File: src/rtl/rv32_pkg.sv
// Shared RV32I decode definitions: opcodes, ALU operation and immediate-format
// encodings, and the bundle of ID/EX control bits.
package rv32_pkg;

  localparam logic [6:0] OPC_LUI     = 7'b0110111;
  localparam logic [6:0] OPC_AUIPC   = 7'b0010111;
  localparam logic [6:0] OPC_JAL     = 7'b1101111;
  localparam logic [6:0] OPC_JALR    = 7'b1100111;
  localparam logic [6:0] OPC_BRANCH  = 7'b1100011;
  localparam logic [6:0] OPC_LOAD    = 7'b0000011;
  localparam logic [6:0] OPC_STORE   = 7'b0100011;
  localparam logic [6:0] OPC_OPIMM   = 7'b0010011;
  localparam logic [6:0] OPC_OP      = 7'b0110011;
  localparam logic [6:0] OPC_MISCMEM = 7'b0001111;
  localparam logic [6:0] OPC_SYSTEM  = 7'b1110011;

  typedef enum logic [3:0] {
    ALU_ADD    = 4'd0,
    ALU_SUB    = 4'd1,
    ALU_SLL    = 4'd2,
    ALU_SLT    = 4'd3,
    ALU_SLTU   = 4'd4,
    ALU_XOR    = 4'd5,
    ALU_SRL    = 4'd6,
    ALU_SRA    = 4'd7,
    ALU_OR     = 4'd8,
    ALU_AND    = 4'd9,
    ALU_COPY_B = 4'd10
  } alu_op_t;

  typedef enum logic [2:0] {
    IMM_I = 3'd0,
    IMM_S = 3'd1,
    IMM_B = 3'd2,
    IMM_U = 3'd3,
    IMM_J = 3'd4
  } imm_type_t;

  // All-zero means "no side effects", which is what a bubble must carry.
  typedef struct packed {
    logic alu_src_imm;
    logic mem_read;
    logic mem_write;
    logic reg_write;
    logic branch;
    logic jump;
    logic jalr;
    logic pc_src_a;
    logic illegal;
  } ctrl_t;

  // funct3/funct7[5] to ALU op; the funct7 bit only selects SUB for OP and
  // SRA for shifts, so addi with imm[10] set stays an ADD.
  function automatic alu_op_t alu_decode(input logic [2:0] f3, input logic f7b5,
                                         input logic is_op);
    case (f3)
      3'd0:    alu_decode = (is_op && f7b5) ? ALU_SUB : ALU_ADD;
      3'd1:    alu_decode = ALU_SLL;
      3'd2:    alu_decode = ALU_SLT;
      3'd3:    alu_decode = ALU_SLTU;
      3'd4:    alu_decode = ALU_XOR;
      3'd5:    alu_decode = f7b5 ? ALU_SRA : ALU_SRL;
      3'd6:    alu_decode = ALU_OR;
      default: alu_decode = ALU_AND;
    endcase
  endfunction

endpackage

File: src/rtl/imm_gen.sv
// Combinational RV32I immediate generator; every format is sign-extended to XLEN.
module imm_gen
  import rv32_pkg::*;
#(
  parameter int XLEN = 32
) (
  input  logic [31:0]     instr_i,
  input  imm_type_t       imm_type_i,
  output logic [XLEN-1:0] imm_o
);

  logic [31:0] imm32;

  always_comb begin
    imm32 = '0;
    case (imm_type_i)
      IMM_I:   imm32 = {{20{instr_i[31]}}, instr_i[31:20]};
      IMM_S:   imm32 = {{20{instr_i[31]}}, instr_i[31:25], instr_i[11:7]};
      IMM_B:   imm32 = {{19{instr_i[31]}}, instr_i[31], instr_i[7], instr_i[30:25],
                        instr_i[11:8], 1'b0};
      IMM_U:   imm32 = {instr_i[31:12], 12'b0};
      IMM_J:   imm32 = {{11{instr_i[31]}}, instr_i[31], instr_i[19:12], instr_i[20],
                        instr_i[30:21], 1'b0};
      default: imm32 = '0;
    endcase
  end

  assign imm_o = XLEN'($signed(imm32));

endmodule

File: src/rtl/id_stage.sv
// RV32I decode stage: register-file addressing with write-back bypass, decode,
// load-use stall and the ID/EX pipeline register with valid/ready handshake.
module id_stage
  import rv32_pkg::*;
#(
  parameter int XLEN   = 32,
  parameter int REG_AW = 5
) (
  input  logic              i_clk,
  input  logic              i_rst_n,
  input  logic              i_if_valid,
  input  logic [XLEN-1:0]   i_if_pc,
  input  logic [31:0]       i_if_instr,
  output logic              o_id_ready,
  output logic [REG_AW-1:0] o_read_rs1,
  output logic [REG_AW-1:0] o_read_rs2,
  input  logic [XLEN-1:0]   i_rs1_data,
  input  logic [XLEN-1:0]   i_rs2_data,
  input  logic              i_wb_reg_write,
  input  logic [REG_AW-1:0] i_wb_rd,
  input  logic [XLEN-1:0]   i_wb_data,
  input  logic              i_flush,
  input  logic              i_ex_ready,
  output logic              o_ex_valid,
  output logic [XLEN-1:0]   o_ex_pc,
  output logic [XLEN-1:0]   o_ex_rs1_data,
  output logic [XLEN-1:0]   o_ex_rs2_data,
  output logic [XLEN-1:0]   o_ex_imm,
  output logic [REG_AW-1:0] o_ex_rs1,
  output logic [REG_AW-1:0] o_ex_rs2,
  output logic [REG_AW-1:0] o_ex_rd,
  output logic [3:0]        o_ex_alu_op,
  output logic [2:0]        o_ex_funct3,
  output logic              o_ex_alu_src_imm,
  output logic              o_ex_mem_read,
  output logic              o_ex_mem_write,
  output logic              o_ex_reg_write,
  output logic              o_ex_branch,
  output logic              o_ex_jump,
  output logic              o_ex_jalr,
  output logic              o_ex_pc_src_a,
  output logic              o_ex_illegal
);

  logic [6:0]        opcode;
  logic [2:0]        funct3;
  logic [REG_AW-1:0] rs1, rs2, rd;
  logic [XLEN-1:0]   imm_raw, rs1_fwd, rs2_fwd;

  ctrl_t     ctrl;
  alu_op_t   alu_op;
  imm_type_t imm_type;
  logic      uses_rs1, uses_rs2, has_rd, has_imm;
  logic      adv, load_use;

  logic              valid_q;
  logic [XLEN-1:0]   pc_q, rs1_data_q, rs2_data_q, imm_q;
  logic [REG_AW-1:0] rs1_q, rs2_q, rd_q;
  alu_op_t           alu_op_q;
  logic [2:0]        funct3_q;
  ctrl_t             ctrl_q;

  assign opcode = i_if_instr[6:0];
  assign funct3 = i_if_instr[14:12];
  assign rs1    = REG_AW'(i_if_instr[19:15]);
  assign rs2    = REG_AW'(i_if_instr[24:20]);
  assign rd     = REG_AW'(i_if_instr[11:7]);

  assign o_read_rs1 = rs1;
  assign o_read_rs2 = rs2;

  // Opcode constants all end in 2'b11, so compressed encodings fall to illegal.
  // NOTE: every always_comb output gets a default first so no path infers a latch.
  always_comb begin
    ctrl     = '0;
    alu_op   = ALU_ADD;
    imm_type = IMM_I;
    uses_rs1 = 1'b0;
    uses_rs2 = 1'b0;
    has_rd   = 1'b0;
    has_imm  = 1'b0;
    case (opcode)
      OPC_LUI: begin
        imm_type = IMM_U; has_imm = 1'b1; has_rd = 1'b1;
        ctrl.reg_write = 1'b1; ctrl.alu_src_imm = 1'b1; alu_op = ALU_COPY_B;
      end
      OPC_AUIPC: begin
        imm_type = IMM_U; has_imm = 1'b1; has_rd = 1'b1;
        ctrl.reg_write = 1'b1; ctrl.alu_src_imm = 1'b1; ctrl.pc_src_a = 1'b1;
      end
      OPC_JAL: begin
        imm_type = IMM_J; has_imm = 1'b1; has_rd = 1'b1;
        ctrl.jump = 1'b1; ctrl.reg_write = 1'b1;
      end
      OPC_JALR: begin
        imm_type = IMM_I; has_imm = 1'b1; has_rd = 1'b1; uses_rs1 = 1'b1;
        ctrl.jump = 1'b1; ctrl.jalr = 1'b1; ctrl.reg_write = 1'b1; ctrl.alu_src_imm = 1'b1;
      end
      OPC_BRANCH: begin
        if (funct3 == 3'd2 || funct3 == 3'd3) begin
          ctrl.illegal = 1'b1;
        end else begin
          imm_type = IMM_B; has_imm = 1'b1; uses_rs1 = 1'b1; uses_rs2 = 1'b1;
          ctrl.branch = 1'b1;
        end
      end
      OPC_LOAD: begin
        imm_type = IMM_I; has_imm = 1'b1; has_rd = 1'b1; uses_rs1 = 1'b1;
        ctrl.mem_read = 1'b1; ctrl.reg_write = 1'b1; ctrl.alu_src_imm = 1'b1;
      end
      OPC_STORE: begin
        imm_type = IMM_S; has_imm = 1'b1; uses_rs1 = 1'b1; uses_rs2 = 1'b1;
        ctrl.mem_write = 1'b1; ctrl.alu_src_imm = 1'b1;
      end
      OPC_OPIMM: begin
        imm_type = IMM_I; has_imm = 1'b1; has_rd = 1'b1; uses_rs1 = 1'b1;
        ctrl.reg_write = 1'b1; ctrl.alu_src_imm = 1'b1;
        alu_op = alu_decode(funct3, i_if_instr[30], 1'b0);
      end
      OPC_OP: begin
        has_rd = 1'b1; uses_rs1 = 1'b1; uses_rs2 = 1'b1;
        ctrl.reg_write = 1'b1;
        alu_op = alu_decode(funct3, i_if_instr[30], 1'b1);
      end
      OPC_MISCMEM: ;
      default: ctrl.illegal = 1'b1;
    endcase
  end

  imm_gen #(.XLEN(XLEN)) u_imm_gen (
    .instr_i    (i_if_instr),
    .imm_type_i (imm_type),
    .imm_o      (imm_raw)
  );

  // The register file writes and reads x-regs in the same cycle; pick up the
  // value being written so ID never sees the stale copy.
  assign rs1_fwd = (i_wb_reg_write && i_wb_rd != '0 && i_wb_rd == rs1) ? i_wb_data : i_rs1_data;
  assign rs2_fwd = (i_wb_reg_write && i_wb_rd != '0 && i_wb_rd == rs2) ? i_wb_data : i_rs2_data;

  assign adv      = !valid_q || i_ex_ready;
  assign load_use = valid_q && ctrl_q.mem_read && rd_q != '0 && i_if_valid &&
                    ((uses_rs1 && rd_q == rs1) || (uses_rs2 && rd_q == rs2));
  assign o_id_ready = i_flush || (adv && !load_use);

  // NOTE: state updates use non-blocking assignments so every register samples
  // pre-edge values regardless of statement order.
  always_ff @(posedge i_clk or negedge i_rst_n) begin
    if (!i_rst_n) begin
      valid_q    <= 1'b0;
      pc_q       <= '0;
      rs1_data_q <= '0;
      rs2_data_q <= '0;
      imm_q      <= '0;
      rs1_q      <= '0;
      rs2_q      <= '0;
      rd_q       <= '0;
      alu_op_q   <= ALU_ADD;
      funct3_q   <= '0;
      ctrl_q     <= '0;
    end else if (i_flush || (adv && load_use)) begin
      valid_q <= 1'b0;
      ctrl_q  <= '0;
    end else if (adv) begin
      valid_q    <= i_if_valid;
      pc_q       <= i_if_pc;
      rs1_data_q <= rs1_fwd;
      rs2_data_q <= rs2_fwd;
      imm_q      <= has_imm ? imm_raw : '0;
      rs1_q      <= uses_rs1 ? rs1 : '0;
      rs2_q      <= uses_rs2 ? rs2 : '0;
      rd_q       <= has_rd ? rd : '0;
      alu_op_q   <= alu_op;
      funct3_q   <= funct3;
      ctrl_q     <= ctrl;
    end
  end

  assign o_ex_valid       = valid_q;
  assign o_ex_pc          = pc_q;
  assign o_ex_rs1_data    = rs1_data_q;
  assign o_ex_rs2_data    = rs2_data_q;
  assign o_ex_imm         = imm_q;
  assign o_ex_rs1         = rs1_q;
  assign o_ex_rs2         = rs2_q;
  assign o_ex_rd          = rd_q;
  assign o_ex_alu_op      = alu_op_q;
  assign o_ex_funct3      = funct3_q;
  assign o_ex_alu_src_imm = ctrl_q.alu_src_imm;
  assign o_ex_mem_read    = ctrl_q.mem_read;
  assign o_ex_mem_write   = ctrl_q.mem_write;
  assign o_ex_reg_write   = ctrl_q.reg_write;
  assign o_ex_branch      = ctrl_q.branch;
  assign o_ex_jump        = ctrl_q.jump;
  assign o_ex_jalr        = ctrl_q.jalr;
  assign o_ex_pc_src_a    = ctrl_q.pc_src_a;
  assign o_ex_illegal     = ctrl_q.illegal;

endmodule

File: config.mk
export PLATFORM = sky130hd
export DESIGN_NAME = id_stage
export DESIGN_NICKNAME = d
export VERILOG_FILES = /design/src/rtl/rv32_pkg.sv /design/src/rtl/imm_gen.sv /design/src/rtl/id_stage.sv
export SDC_FILE = /design/constraint.sdc
export NUM_CORES = 1
export LEC_CHECK = 0
export CORE_MARGIN = 2
export CORE_UTILIZATION = 40
export CTS_BUF_LIST = sky130_fd_sc_hd__clkbuf_4
export CTS_CLUSTER_SIZE = 28
export DETAILED_ROUTE_END_ITERATION = 10
export GPL_ROUTABILITY_DRIVEN = 0
export PLACE_DENSITY = 0.77
export SKIP_LAST_GASP = 1
export SLEW_MARGIN = 20
export SYNTH_ARGS = -nofsm -noshare
export SYNTH_HDL_FRONTEND = slang
export SYNTH_SLANG_ARGS = --single-unit
File: constraint.sdc
create_clock -name i_clk -period 3.1 [get_ports i_clk]
set_clock_uncertainty 0.05 [all_clocks]
set_input_delay 0.31 -clock i_clk [delete_from_list [all_inputs] [get_ports i_clk]]
set_output_delay 0.31 -clock i_clk [all_outputs]
set_load 0.005 [all_outputs]
==> impl_metrics.yaml, run 1 <==
synthesis:
  syn_area_um2: 7772
  synth.top_cell.area_share_pct: 51.51
  avgSynthCellArea_um2: 10.83
  synthCells: 718
  dominantRegCellSynth: "dfrtp_1"
  async_reset_ff_share_pct: 100.0
  yosys_warnings: 0
  syn_nets: 889
  synth-edff-count: 0
  synth.distinct_cells: 44
  synth_top_area_cell: "dfrtp_1"
  synth_area_leaders: "dfrtp_1, a21oi_1, mux2i_1, mux2_2, buf_4"
  yosys_register_bits: 160
  yosysSeqAreaShare_pct: 51.51
setup_path:
  worstPathRequired_ns: 2.74
  worst_path_max_delay_cell: "dfrtp_1"
  slowest_delay_ns: 0.50
  crit_type: "flip-flop to output pin"
  crit_arrival_ns: 2.53
  reg2reg_from: "o_ex_rd[1]"
  critPathBufInv: 1
  crit_chain: "nor4_1, a21oi_1, nand3_1, a311o_1, clkdlybuf4s50_1"
  cp_top_family: "compound AO/OA/AOI/OAI gates"
  critPathMaxFanout: 5
  startpoint_type: "flip-flop"
  startpoint: "o_ex_rd[4]"
  end_kind: "output pin"
timing:
  slew_violations: 0
  max_slew_margin_pct: 38.14
  max_slew.worst_pin.slew_ns: 0.9260
  finalSetupViolCount: 0
  fin_crit_sh_pct: 93.22
  hold_viol_final: 0
  period_needed_ns: 2.890
  fin_tns_setup_ns: 0
  rsz0062_at_grt: "false"
  holdWs_ns: 0.2479
  max_freq_mhz: 346.0
cells_and_area:
  mostFrequentLayoutCells: "clkdlybuf4s50_1, a21oi_1, dfrtp_1"
  final_common_cell: "clkdlybuf4s50_1"
  fill_cells: 1571
  final_nets: 1228
  drive_above_1_share_pct: 13.83
  instances_no_fill: 1332
  seqCellArea_um2: 4004
  syn_to_final_growth_pct: 53.67
  multi_input_area_um2: 3398
clocking:
  cts.clk_slew.worst_paths_ns: 0.13
  cts-root-buf: "clkbuf_4"
  clock_latency_ns: 0.54
  cts-buffers-inserted: 17
  htreeDepth: 4
  clk_path_buf_depth: 2
  cts.sinks: 160
  tritoncts: "built"
die:
  die_width_um: 143.4
  core_region_area_um2: 18890
  rows: 50
  die_h_um: 143.4
  initial_utilization_pct: 41.14
  ioPinCount: 342
  die_area_um2: 20560
routing:
  wl_per_cell_um: 19.45
  dr_total_vias: 7001
  routed_wl_um: 25910
  drt_iter0_markers: 272
  drt-vias-per-instance: 5.256
  drtAntennaViolNets: 0
  drc: 0
  drt_first_pass_iters: 5
min_path:
  hold_path.class: "input port to asynchronous set/reset pin"
job:
  drv_cap: 0
placement:
  dp_hpwl_um: 19400
  place_inst: 1297
  numPortBuffers: 341
power:
  total_power_mw: 4.969
  p_leak_nw: 4.763
  power.density_nw_per_um2: 416.1
  ir_drop_v: 0.0002766
grt:
  first_global_vias: 6976
  grt_pass1_wl_um: 39320
  antenna_found_initial: 1
  grt_max_degree: 63
  grt_usage_pct: 24.83
  overflow: 0
outcome:
  status: "finished, final reports clean"
sequential cells by signal (all words and copies together), names as in the netlist, 3 cells and up:
name,count
o_ex_funct3,3
o_ex_imm,32
o_ex_rs1,5
o_ex_pc,32
o_ex_rs1_data,32
o_ex_rs2_data,32
o_ex_rs2,5
o_ex_rd,5
o_ex_alu_op,4
power by group:
group / total [mW] / switching (mW) / internal (mW)
combinational: 1.19 / 0.468 / 0.721
clock: 1.42 / 0.766 / 0.650
sequential: 2.37 / 0.101 / 2.26
layer usage:
metal  track usage, %  up-vias  share of wire [%]
li1                 -     3235                  -
met1            30.76     3413                 40
met2            40.73      317                 48
met3            8.231       36                9.5
met4            8.720        0                2.4
met5                0        -                  0
cell usage after synthesis (all sizes together), types with 2 or more instances:
cell,instances
a21oi,162
dfrtp,160
mux2i,80
mux2,65
buf,36
nor2,34
nand2,32
clkbuf,26
inv,20
nand3,15
xnor2,12
o21ai,8
xor2,8
nor2b,6
nor4,6
a21boi,5
a31o,5
nor3,5
a311oi,3
a32o,3
nand2b,3
a22o,2
a31oi,2
and3,2
nand3b,2
nand4b,2
o21a,2
cells by family (layout without fill, tap and decap cells):
family,after synthesis,after routing,share of synthesized area [%]
AOI/OAI and AO/OA,198,198,14.26
xor gates and xnor gates,20,20,2.254
buffers and inverters,82,434,5.328
DFF,160,160,51.51
muxes,145,145,19.72
other,0,2,0
and+or+nand+nor,113,113,6.922
worst register-to-register path, delay by kind of cell (launching register included):
| kind | cells | cell delay, ns |
|---|---|---|
| DFF | 1 | 0.48 |
| and+or+nand+nor | 1 | 0.31 |
| buffers and inverters | 2 | 0.82 |
| AOI/OAI and AO/OA | 4 | 0.80 |
final cells by class:
type | instances | share of cell area, %
multi-input combinational | 476 | 28.45
sequential | 160 | 33.52
tap | 260 | 2.724
timing repair buffer | 382 | 31.92
clock buffer | 18 | 1.131
antenna | 2 | 0.04190
inverter | 20 | 0.6285
clock inverter | 14 | 1.582
timing repair:
item | CTS | global route
hold buffers | 1 | 0
buffers inserted | 0 | 0
endpoints found under the hold margin | 60 | 0
setup endpoints to repair | 0 | 0
gates resized for setup | 0 | 0
stage by stage:
stage	setup slack [ns]	utilization, %	cell area, um2
floorplan	0.7165	-	7772
global placement	0.1978	61.42	11600
detailed placement	0.1902	61.42	11600
CTS	0.1763	63.19	11940
global route	0.01730	63.22	11940
finish	0.2102	63.22	11940
path summary, 6_finish.rpt:
kind	to	slack (ns)	depth (start not counted)
max in group asynchronous	o_ex_pc[17]	1.80	3
worst max-delay path	o_id_ready	0.21	5
worst min register to register	o_ex_alu_src_imm	0.45	2
min in group i_clk	o_ex_imm[8]	0.28	3
worst max register to register	o_ex_rs1_data[3]	0.59	7
worst min-delay path	o_ex_rs2[1]	0.25	2
Power figures use the tool's default switching activity.
==> run 2: changes to the inputs <==
- CORE_UTILIZATION: 40 -> 30
- GPL_ROUTABILITY_DRIVEN: 0 -> 1
- PLACE_DENSITY: 0.77 -> default
==> run 2 against run 1 <==
- sequential power hardly changed
- highest routed layer unchanged
- clock power is 7% lower
- critical endpoint unchanged
- maximum frequency is 1.2% higher
- critical path type unchanged
- non-clock buffer count is 1 higher
- critical path depth is 1 higher
- largest cell class unchanged
- clock-buffer cell count is 1 lower
- power is 1.8% lower
- cell count is 5.2% higher
==> impl_metrics.yaml, run 2 (synthesis results as in run 1) <==
clocking:
  clk_path_buf_depth: 2
  tritoncts: "built"
  htreeDepth: 4
  cts-root-buf: "clkbuf_4"
  cts.clk_slew.worst_paths_ns: 0.15
  cts.sinks: 160
  cts-buffers-inserted: 17
  postCtsSetupBuffers: 0
  clock_latency_ns: 0.55
setup_path:
  end_kind: "output pin"
  crit_type: "flip-flop to output pin"
  r2r_slack_ns: 0.63
  crit_chain: "xnor2_1, nand3_1, nor3_2, nand3_1, a311o_1, clkdlybuf4s50_1"
  cpMostUsedCell: "nand3_1"
  critPathMaxFanout: 5
  crit_arrival_ns: 2.50
  slowest_delay_ns: 0.48
  startpoint_type: "flip-flop"
  reg2reg_to: "o_ex_imm[4]"
  worst_path_max_delay_cell: "dfrtp_1"
  r2r_cells: 6
  reg2reg_from: "o_ex_rd[2]"
  worstPathRequired_ns: 2.74
die:
  die_area_um2: 27210
  rows: 58
  die_h_um: 165.0
  core_region_area_um2: 25330
  ioPinCount: 342
  initial_utilization_pct: 30.69
  die_width_um: 165.0
grt:
  overflow: 0
  grt_usage_pct: 20.18
  antenna_found_initial: 1
  grt_max_degree: 71
  first_global_vias: 6979
  grt_pass1_wl_um: 41540
timing:
  fin_crit_sh_pct: 92.15
  max_freq_mhz: 350.1
  max_slew_margin_pct: 40.88
  max_slew.worst_pin.slew_ns: 0.8849
  slew_violations: 0
  holdWs_ns: 0.2535
  period_needed_ns: 2.857
  hold_viol_final: 0
  fin_tns_setup_ns: 0
  finalSetupViolCount: 0
  rsz0062_at_grt: "false"
cells_and_area:
  mostFrequentLayoutCells: "clkdlybuf4s50_1, a21oi_1, dfrtp_1"
  drive_above_1_share_pct: 14.11
  syn_to_final_growth_pct: 55.10
  fin_area_um2: 12060
  final_util_pct: 47.60
  final_nets: 1229
  final_common_cell: "clkdlybuf4s50_1"
power:
  p_sw_mw: 1.400
  p_leak_nw: 4.768
  swShare_pct: 28.67
  combPwrFrac_pct: 24.6
  power_frac_clock_pct: 27.0
  ir_drop_v: 0.0002252
  p_int_mw: 3.482
  total_power_mw: 4.881
  pwr-share-seq_pct: 48.5
  power.density_nw_per_um2: 404.9
routing:
  wl_met3_um: 3145
  drt_iter0_markers: 395
  wl_met1_um: 11420
  drc: 0
  highest_layer: "met4"
  wl_per_cell_um: 19.92
  dr_total_vias: 6876
  drtAntennaViolNets: 0
  routed_wl_um: 27910
  drt-vias-per-instance: 4.908
  drt_first_pass_iters: 5
  route.met2.wl_um: 13030
min_path:
  hold_path.class: "input port to asynchronous set/reset pin"
placement:
  placedInstanceArea_um2: 11750
  dp_hpwl_um: 20570
  place_congestion: 0.8546
  numPortBuffers: 341
job:
  drv_cap: 0
outcome:
  status: "finished, final reports clean"
## run 2: cell types whose count changed in the layout (fill, tap and decap cells not counted), moves of 2 or more
| cell | change |
|---|---|
| buf_4 | -3 |
| bufinv_16 | -2 |
| buf_12 | +4 |
| inv_6 | +3 |
## run 2: power groups by stage
stage / clock network (mW) / registers (mW) / logic (mW)
after floorplan: 0 / 2.41 / 0.370
after global placement: 0 / 2.40 / 1.21
after detailed placement: 0 / 2.40 / 1.21
after CTS: 1.37 / 2.37 / 1.22
after global routing: 1.46 / 2.39 / 1.30
final: 1.32 / 2.37 / 1.20
## run 2: worst max path at each step
stage	endpoint	slack [ns]	startpoint	depth (start not counted)
CTS	o_id_ready	0.05	o_ex_rd[2]	5
global route	o_id_ready	0.06	o_ex_rd[0]	6
global placement	o_ex_pc[7]	0.22	i_if_instr[13]	8
detailed placement	o_ex_imm[1]	0.20	i_if_instr[13]	8
floorplan	o_ex_pc[10]	0.72	i_if_instr[14]	11
finish	o_id_ready	0.24	o_ex_rd[4]	6
## run 2: per-layer routing
metal,vias up,GRT usage [%]
li1,3230,-
met1,3315,25.06
met2,312,33.04
met3,19,8.086
met4,0,4.585
met5,-,0
## run 2: per-stage QoR
stage	worst slack (ns)	instances
floorplan	0.7165	718
global placement	0.2219	1368
detailed placement	0.2034	1368
CTS	0.05423	1400
global route	0.05990	1401
finish	0.2435	1401
## run 2: final cells by class
| class | instances | area, um2 |
|---|---|---|
| multi-input cells | 476 | 3407 |
| flip-flops and latches | 160 | 4004 |
| well taps | 330 | 412.9 |
| fillers | 2432 | 13270 |
| diodes | 1 | 2.502 |
| repair buffers | 383 | 3870 |
| clock buffers | 17 | 127.6 |
| inverters | 20 | 75.07 |
| clock inverters | 14 | 156.4 |
## run 2: timing repair
| action | CTS | global route |
|---|---|---|
| hold buffers | 1 | 0 |
| hold endpoints to repair | 63 | 0 |
| gates resized for setup | 0 | 2 |
| setup endpoints to repair | 0 | 1 |
## run 2: critical path, delay by kind of cell, from the launching register on
family | cells | cell delay [ns]
flip-flops | 1 | 0.48
buffers and inverters | 1 | 0.46
XOR/XNOR | 1 | 0.18
AO/OA/AOI/OAI | 1 | 0.41
AND/OR/NAND/NOR | 3 | 0.42
==> run 3: changes to the inputs <==
- CTS_CLUSTER_DIAMETER: default -> 120
- REMOVE_ABC_BUFFERS: default -> 1
- SETUP_SLACK_MARGIN: default -> 0.02
==> run 3 against run 2 <==
- core utilization fell by 0.21 points
- via count fell by 0.68%
- sequential cell count did not move
- clock power fell by 5%
- critical path depth did not move
- register-to-register slack barely moved
- global-route usage fell by 0.38 points
==> impl_metrics.yaml, run 3 (synthesis results as in run 1) <==
outcome:
  status: "finished, final reports clean"
routing:
  routed_wl_um: 27620
  drt_first_pass_iters: 5
  drc: 0
  wl_per_cell_um: 19.67
  drt_iter0_markers: 477
  drtAntennaViolNets: 0
  drt-vias-per-instance: 4.864
  dr_total_vias: 6829
min_path:
  hold_path.class: "input port to asynchronous set/reset pin"
clocking:
  postCtsSetupBuffers: 0
  cts-buffers-inserted: 17
  cts.clk_slew.worst_paths_ns: 0.16
  cts-root-buf: "clkbuf_4"
  clk_path_buf_depth: 2
  tritoncts: "built"
  clock_latency_ns: 0.53
  htreeDepth: 4
  cts.sinks: 160
power:
  p_leak_nw: 4.742
  power.density_nw_per_um2: 400.7
  ir_drop_v: 0.0002463
timing:
  fin_crit_sh_pct: 93.07
  max_freq_mhz: 346.6
  max_slew.worst_pin.slew_ns: 0.9186
  period_needed_ns: 2.885
  holdWs_ns: 0.2082
  max_slew_margin_pct: 38.64
  finalSetupViolCount: 0
  finalWorstSetupSlack_ns: 0.2150
  slew_violations: 0
  hold_viol_final: 0
  rsz0062_at_grt: "false"
cells_and_area:
  mostFrequentLayoutCells: "clkdlybuf4s50_1, a21oi_1, dfrtp_1"
  final_common_cell: "clkdlybuf4s50_1"
  syn_to_final_growth_pct: 54.43
  final_nets: 1230
  drive_above_1_share_pct: 14.37
  fin_area_um2: 12000
placement:
  place_congestion: 0.8441
  numPortBuffers: 341
  pre_cts_ws_ns: 0.2709
  placedInstanceArea_um2: 11710
  dp_hpwl_um: 20410
grt:
  antenna_found_initial: 2
  first_global_vias: 7135
  grt_pass1_wl_um: 40890
  grt_max_degree: 71
  overflow: 0
  grt_usage_pct: 19.79
die:
  die_h_um: 165.0
  rows: 58
  core_region_area_um2: 25330
  die_area_um2: 27210
  ioPinCount: 342
  initial_utilization_pct: 30.69
  die_width_um: 165.0
setup_path:
  end_kind: "output pin"
  crit_type: "flip-flop to output pin"
  worstPathRequired_ns: 2.74
  critPathMaxFanout: 5
  crit_arrival_ns: 2.53
  startpoint_type: "flip-flop"
job:
  drv_cap: 0
run 3: cell types whose count changed in the layout (fill, tap and decap cells not counted):
| cell | delta |
|---|---|
| inv_8 | +3 |
| diode_2 | +1 |
| bufinv_16 | -2 |
| clkinv_4 | -2 |
| buf_4 | +5 |
| clkinvlp_4 | -1 |
| dfrtp_1 | -1 |
| inv_6 | +3 |
| buf_12 | -4 |
| clkinv_8 | +1 |
| clkinv_2 | -1 |
| dfrtp_2 | +1 |
run 3: what timing repair did:
| item | in CTS | in global routing |
|---|---|---|
| endpoints found under the setup margin | 0 | 1 |
| hold buffers | 1 | 0 |
| endpoints found under the hold margin | 48 | 0 |
| gates resized for setup | 0 | 3 |
run 3: power breakdown:
group / internal, mW / total, mW / switching [mW]
Combinational: 0.722 / 1.18 / 0.463
Clock: 0.366 / 1.26 / 0.898
Sequential: 2.26 / 2.36 / 0.0979
Total: 3.35 / 4.81 / 1.46
run 3: cell type report:
| type | count | area, um2 |
|---|---|---|
| Fill cell | 2435 | 13320 |
| Sequential cell | 160 | 4005 |
| Timing Repair Buffer | 384 | 3827 |
| Multi-Input combinational cell | 476 | 3407 |
| Tap cell | 330 | 412.9 |
| Clock inverter | 15 | 142.6 |
| Clock buffer | 17 | 127.6 |
| Inverter | 20 | 75.07 |
| Antenna cell | 2 | 5.005 |
run 3: layer usage:
| layer | track usage (%) | share of wire, % | wire length, um | vias to the layer above |
|---|---|---|---|---|
| met3 | 7.383 | 10 | 2777 | 17 |
| met2 | 33.70 | 48 | 13160 | 262 |
| met1 | 24.07 | 41 | 11380 | 3311 |
| met4 | 3.913 | 1.0 | 286 | 2 |
| met5 | 0 | 0.047 | 13 | - |
| li1 | - | - | - | 3237 |
run 3: worst paths after layout:
check | slack, ns | depth (start not counted) | end | from
worst min register to register | 0.45 | 2 | o_ex_alu_src_imm | o_ex_alu_src_imm
min in group i_clk | 0.30 | 3 | o_ex_imm[8] | i_if_instr[28]
max in group asynchronous | 1.98 | 3 | o_ex_pc[0] | i_rst_n
worst max-delay path | 0.21 | 6 | o_id_ready | o_ex_rd[1]
worst min-delay path | 0.21 | 2 | o_ex_rs2_data[14] | i_rst_n
worst max register to register | 0.62 | 6 | o_ex_pc[15] | o_ex_rd[1]
run 3: metrics by stage:
step | total power [mW] | setup TNS, ns | std cells | utilization (%)
2_1_floorplan | 2.758 | -494.59 | 656 | -
3_3_place_gp | 3.592 | 0 | 1369 | 46.23
3_5_place_dp | 3.604 | 0 | 1369 | 46.23
4_1_cts | 4.905 | 0 | 1402 | 47.33
5_1_grt | 5.088 | 0 | 1403 | 47.38
6_report | 4.809 | 0 | 1404 | 47.39
run 3: critical path, cell delays in order, from the launching register on:
cell and delay (ns):
dfrtp_1 0.49, xnor2_1 0.21, nand3_1 0.16, nor3_1 0.21, nand3_1 0.12, a311o_1 0.36, clkdlybuf4s50_1 0.45
